File: config.mk
export PLATFORM = sky130hd
export DESIGN_NAME = mult_div_unit_flat
export DESIGN_NICKNAME = d
export VERILOG_FILES = /design/src/rtl/mult_div_unit_if.sv /design/src/rtl/mult_div_unit.sv /design/src/flat_wrapper.sv
export SDC_FILE = /design/constraint.sdc
export NUM_CORES = 1
export LEC_CHECK = 0
export ABC_CLOCK_PERIOD_IN_PS = 3200
export BUFFER_PORTS_ARGS = -buffer_cell sky130_fd_sc_hd__clkbuf_2
export CORE_MARGIN = 5
export CORE_UTILIZATION = 56
export DETAILED_ROUTE_END_ITERATION = 10
export PLACE_DENSITY = 0.81
export SETUP_SLACK_MARGIN = 0.2
export SYNTH_ARGS = -nofsm -noshare
export SYNTH_HDL_FRONTEND = slang
export SYNTH_SLANG_ARGS = --single-unit
File: constraint.sdc
create_clock -name clk -period 3.2 [get_ports clk]
set_input_delay 0.48 -clock clk [delete_from_list [all_inputs] [get_ports clk]]
set_output_delay 0.48 -clock clk [all_outputs]
set_load 0.01 [all_outputs]
File: src/rtl/mult_div_unit_if.sv
// rtl/mult_div_unit_if.sv - request/result bundle between the issue stage and the HI/LO unit
interface mult_div_unit_if #(parameter int XLEN = 32);
  logic            start;
  logic [2:0]      op;
  logic [XLEN-1:0] rs;
  logic [XLEN-1:0] rt;
  logic            busy;
  logic            done;
  logic [XLEN-1:0] hi;
  logic [XLEN-1:0] lo;

  modport master (output start, op, rs, rt, input busy, done, hi, lo);
  modport slave  (input start, op, rs, rt, output busy, done, hi, lo);
endinterface

File: src/rtl/mult_div_unit.sv
// rtl/mult_div_unit.sv - iterative MIPS HI/LO unit: shift-add multiply, restoring divide, MTHI/MTLO
module mult_div_unit #(
  parameter int XLEN  = 32,
  parameter int CNT_W = 5
) (
  input  logic            clk,
  input  logic            rst_n,
  mult_div_unit_if.slave  bus
);

  typedef enum logic [1:0] {IDLE, RUN, FIX} state_t;

  state_t            state;
  logic [CNT_W-1:0]  cnt;
  logic [2*XLEN-1:0] acc;
  logic [XLEN-1:0]   opnd;
  logic [1:0]        op_r;
  logic              sa, sb;
  logic [XLEN-1:0]   hi_q, lo_q;
  logic              busy_q, done_q;

  logic              rs_neg, rt_neg;
  logic [XLEN-1:0]   rs_abs, rt_abs;
  logic [XLEN:0]     mul_sum;
  logic [2*XLEN-1:0] mul_next;
  logic [XLEN:0]     div_diff;
  logic [2*XLEN-1:0] div_next;
  logic              is_signed;
  logic [2*XLEN-1:0] prod_f;
  logic [XLEN-1:0]   quo_f, rem_f;

  // op[0]=0 selects the signed flavour of MULT/DIV
  always_comb begin
    rs_neg = ~bus.op[0] & bus.rs[XLEN-1];
    rt_neg = ~bus.op[0] & bus.rt[XLEN-1];
    rs_abs = rs_neg ? -bus.rs : bus.rs;
    rt_abs = rt_neg ? -bus.rt : bus.rt;
  end

  // multiply: acc = {partial product, remaining multiplier bits}, LSB examined each step
  always_comb begin
    mul_sum  = {1'b0, acc[2*XLEN-1:XLEN]} + (acc[0] ? {1'b0, opnd} : '0);
    mul_next = {mul_sum, acc[XLEN-1:1]};
  end

  // divide: acc = {partial remainder, dividend/quotient}, shifted left one bit per step
  always_comb begin
    div_diff = acc[2*XLEN-1:XLEN-1] - {1'b0, opnd};
    div_next = div_diff[XLEN] ? {acc[2*XLEN-2:0], 1'b0}
                              : {div_diff[XLEN-1:0], acc[XLEN-2:0], 1'b1};
  end

  // with a zero divisor the restoring loop leaves rem=|rs|, so hi comes back as rs; only lo is forced
  always_comb begin
    is_signed = ~op_r[0];
    prod_f    = (is_signed && (sa ^ sb)) ? -acc : acc;
    quo_f     = (is_signed && (sa ^ sb)) ? -acc[XLEN-1:0] : acc[XLEN-1:0];
    rem_f     = (is_signed && sa) ? -acc[2*XLEN-1:XLEN] : acc[2*XLEN-1:XLEN];
    if (opnd == '0) quo_f = '1;
  end

  always_ff @(posedge clk or negedge rst_n) begin
    if (!rst_n) begin
      state  <= IDLE;
      cnt    <= '0;
      acc    <= '0;
      opnd   <= '0;
      op_r   <= '0;
      sa     <= 1'b0;
      sb     <= 1'b0;
      hi_q   <= '0;
      lo_q   <= '0;
      busy_q <= 1'b0;
      done_q <= 1'b0;
    end else begin
      done_q <= 1'b0;
      case (state)
        IDLE: begin
          if (bus.start) begin
            case (bus.op)
              3'b000, 3'b001, 3'b010, 3'b011: begin
                op_r   <= bus.op[1:0];
                sa     <= rs_neg;
                sb     <= rt_neg;
                cnt    <= '0;
                opnd   <= bus.op[1] ? rt_abs : rs_abs;
                acc    <= {{XLEN{1'b0}}, (bus.op[1] ? rs_abs : rt_abs)};
                busy_q <= 1'b1;
                state  <= RUN;
              end
              3'b100: begin
                hi_q   <= bus.rs;
                done_q <= 1'b1;
              end
              3'b101: begin
                lo_q   <= bus.rs;
                done_q <= 1'b1;
              end
              default: ;
            endcase
          end
        end
        RUN: begin
          acc <= op_r[1] ? div_next : mul_next;
          cnt <= cnt + 1'b1;
          if (&cnt) state <= FIX;
        end
        FIX: begin
          if (op_r[1]) begin
            hi_q <= rem_f;
            lo_q <= quo_f;
          end else begin
            hi_q <= prod_f[2*XLEN-1:XLEN];
            lo_q <= prod_f[XLEN-1:0];
          end
          busy_q <= 1'b0;
          done_q <= 1'b1;
          state  <= IDLE;
        end
        default: state <= IDLE;
      endcase
    end
  end

  assign bus.busy = busy_q;
  assign bus.done = done_q;
  assign bus.hi   = hi_q;
  assign bus.lo   = lo_q;

endmodule

File: src/flat_wrapper.sv
// flat-port wrapper written by rule: the top's interface ports become plain ports
module mult_div_unit_flat 
#(
  parameter int XLEN  = 32,
  parameter int CNT_W = 5
)
  (clk, rst_n, bus_start, bus_op, bus_rs, bus_rt, bus_busy, bus_done, bus_hi, bus_lo);
  mult_div_unit_if #(.XLEN(XLEN)) bus_i ();
  input  logic clk;
  input  logic rst_n;
  input wire logic [$bits(bus_i.start)-1:0] bus_start;
  input wire logic [$bits(bus_i.op)-1:0] bus_op;
  input wire logic [$bits(bus_i.rs)-1:0] bus_rs;
  input wire logic [$bits(bus_i.rt)-1:0] bus_rt;
  output wire logic [$bits(bus_i.busy)-1:0] bus_busy;
  output wire logic [$bits(bus_i.done)-1:0] bus_done;
  output wire logic [$bits(bus_i.hi)-1:0] bus_hi;
  output wire logic [$bits(bus_i.lo)-1:0] bus_lo;
  assign bus_i.start = bus_start;
  assign bus_i.op = bus_op;
  assign bus_i.rs = bus_rs;
  assign bus_i.rt = bus_rt;
  assign bus_busy = bus_i.busy;
  assign bus_done = bus_i.done;
  assign bus_hi = bus_i.hi;
  assign bus_lo = bus_i.lo;
  mult_div_unit #(.XLEN(XLEN), .CNT_W(CNT_W)) u_core (.clk(clk), .rst_n(rst_n), .bus(bus_i));
endmodule
==> reports/results.ini <==
[placed_design]
dp.cells = 2447
gp_congestion = 1.02
placed_cell_area_um2 = 16900
port_buffers = 135
dp_hpwl_mm = 42.7
dpl_worst_slack_ns = -0.149

[finish]
fill_cells = 2025
regArea_um2 = 4330
finalNetCount = 2323
drive_gt1_frac = 0.242
multiInputGateArea_um2 = 10900
syn_to_final_growth_pct = 24.8
stdcell_count = 2535
diodes = 0
final_area_um2 = 18800

[global_route]
grt_max_degree = 100
grt_remaining_overflow = 0
grt_pass1_vias = 16025
grtUsageTotal = 0.368
antenna_found_initial = 0
grt_pass1_wl_mm = 88.7

[routing]
drc = 0
first_pass_iters = 8
drt_iter0_drc = 2707
postRouteAntennaNets = 0
vias_per_cell = 6.76
dr_total_vias = 17142
wl_per_cell_um = 24.1
wirelength_mm = 61.0

[setup_path]
end_kind = flip-flop
crit_fanout = 6
crit_buf_inv = 3
crit_type = flip-flop to flip-flop
crit_arrival_ns = 3.52
cp_data_required_time_ns = 3.51
critPathTopFamily = compound AO/OA/AOI/OAI gates
crit_top_cell = o21ai_0
worst_setup_path_start_kind = flip-flop
path_cells = buf_6, inv_4, buf_12, nor2_2, ha_4, o211ai_1, a21oi_4, o311ai_4, nor2b_2, o21ai_0, a21o_1, a211o_1, a32oi_1, o21ai_0
slowest_delay_ns = 0.38
cp_slowest_cell = dfrtp_1

[pwr]
p_leak_uw = 0.00835
ir_worst_vdd_mv = 0.951
power_uw = 24100
p_per_area_nw_per_um2 = 1280

[logic_synthesis]
synth_edf_count = 0
syn_nets = 2098
synth_area_um2 = 15100
yosysWarnings = 0
ys.flop_type = dfrtp_1
synth_most_common_cell = nand2_1
ys_async_sr_fraction = 1.00
ys_top_cells_by_area = dfrtp_1 29%, o21ai_0 7.2%, ha_1 5.8%, a21oi_1 5.8%, nand2_1 5.5%
synth_cells = 1956
yosysSeqAreaShare = 0.287
synth_cell_types = 79
avgSynthCellArea_um2 = 7.72
synth-seq-cells = 173
yosysTopAreaCell = dfrtp_1
ys_top_cells_by_count = 223 x nand2_1, 218 x o21ai_0, 178 x nor2_1
synth_top_area_share = 0.287

[sta]
hold_violations = 0
min_period_ns = 3.21
setup_violations = 1
slew_violations = 0
post-route-period-util = 1.00
relSlewSlack = 0.330
tightest_slew_ns = 1.00
setup_tns_ns = -0.0115
final.setup_skew_ns = 0.0213
rsz0062_at_grt = yes
setup_ws_ns = -0.0115
fmax_mhz = 311

[clock_network]
clk_path_buf_depth = 2
clkLatencyLatePin_ns = 0.45
cts_sinks = 173
cts_buffers = 17
cts_tree = yes
clk_pin_slew_ns = 0.09
root_buffer = clkbuf_16
h-tree-depth = 4

[run_status]
violations = setup timing
outcome = finished, violations left

[die]
io-pin-count = 136
dieArea_um2 = 30300
core.rowCount = 60
initial_core_util = 0.565
coreArea_um2 = 26700
die_h_um = 174
die_x_um = 174

[hold_path]
min_path_type = input port to async pin

[flow_run]
maxCapViolCount = 0

-- timing repair --
action                     CTS  global route
hold buffers                 0             0
resized for setup           76           132
setup endpoints to repair   36            40
buffers inserted            33            22
pin swaps                   41            48
cloned                       1             0
-- per-stage QoR --
step,hold WS (ns),util
2_1_floorplan,0.184,-
3_3_place_gp,0.461,0.632
3_5_place_dp,0.469,0.632
4_1_cts,0.119,0.679
5_1_grt,0.148,0.705
6_report,0.0922,0.705
-- cell type report --
type / count / share of cell area
Inverter: 62 / 0.0126
Multi-Input combinational cell: 1595 / 0.578
Sequential cell: 173 / 0.230
Clock buffer: 17 / 0.0226
Clock inverter: 15 / 0.00897
Timing Repair Buffer: 332 / 0.125
Tap cell: 341 / 0.0226
-- worst register-to-register path, stage by stage (launching register included) --
cell      delay [ns]
dfrtp_1         0.38
buf_6           0.12
inv_4           0.04
buf_12          0.13
nor2_2          0.18
ha_4            0.26
o211ai_1        0.29
a21oi_4         0.07
o311ai_4        0.33
nor2b_2         0.23
o21ai_0         0.20
a21o_1          0.25
a211o_1         0.29
a32oi_1         0.19
o21ai_0         0.13
-- state kept, by name, summed over array words and instances, names as in the netlist --
signal           count
u_core.bus.hi       32
u_core.state         2
u_core.bus.done      1
u_core.acc          64
u_core.sb            1
u_core.bus.lo       32
u_core.bus.busy      1
u_core.op_r          2
u_core.sa            1
u_core.cnt           5
u_core.opnd         32
-- metal layers --
metal | track usage | part of all wire
met1 | 0.486 | 0.37
met2 | 0.555 | 0.43
met3 | 0.0829 | 0.12
met4 | 0.212 | 0.074
met5 | 0 | 0
-- power by group --
part / leakage, uW / switching, uW / internal (uW) / total [uW]
clock network: 0.000289 / 1120 / 1050 / 2180
logic: 0.00590 / 10100 / 7710 / 17800
registers: 0.00216 / 1050 / 3120 / 4170
total: 0.00835 / 12200 / 11900 / 24100
-- final timing paths --
check                                  start           endpoint  slack (ns)  cells past startpoint
max                            u_core.acc[0]     u_core.acc[45]       -0.01                     14
min                                    rst_n  u_core.bus.lo[11]        0.09                      1
max reg2reg                    u_core.acc[0]     u_core.acc[45]       -0.01                     14
min reg2reg                u_core.bus.lo[16]  u_core.bus.lo[16]        0.48                      2
max in group asynchronous              rst_n    u_core.opnd[28]        2.30                      2
min in group clk                  bus_rs[30]  u_core.bus.hi[30]        0.35                      3
-- cells by family (layout without fill, tap and decap cells) --
family,count (synthesis),in the layout,share of synthesized area
compound gates,645,645,0.259
xor+xnor,169,169,0.0981
mux,67,67,0.0453
simple gates,642,642,0.201
buf+inv,188,426,0.0487
fa+ha+maj,72,72,0.0607
flops,173,173,0.287
-- cells in the final DEF, fill, tap and decap left out, types with 11 or more instances in the layout --
master and n:
and2_1 12, o22ai_1 30, inv_1 50, nand2b_1 18
clkbuf_16 17, xnor2_1 86, o21ai_1 31, clkbuf_2 134
nor3_1 49, a211oi_1 13, buf_4 172, nand2_1 220
o21a_1 12, mux2i_1 53, dfrtp_1 169, a21o_1 36
and3_1 11, or4_1 12, o21ai_0 187, a21oi_1 154
buf_6 14, xor2_1 82, o211ai_1 15, nor2_1 166
nand3_1 21, a31oi_1 16, a22oi_1 29, o31ai_1 21
nor4_1 20, ha_1 43, ha_4 21, nor2b_1 14
a21oi_2 15
(Power assumes the default switching activity.)
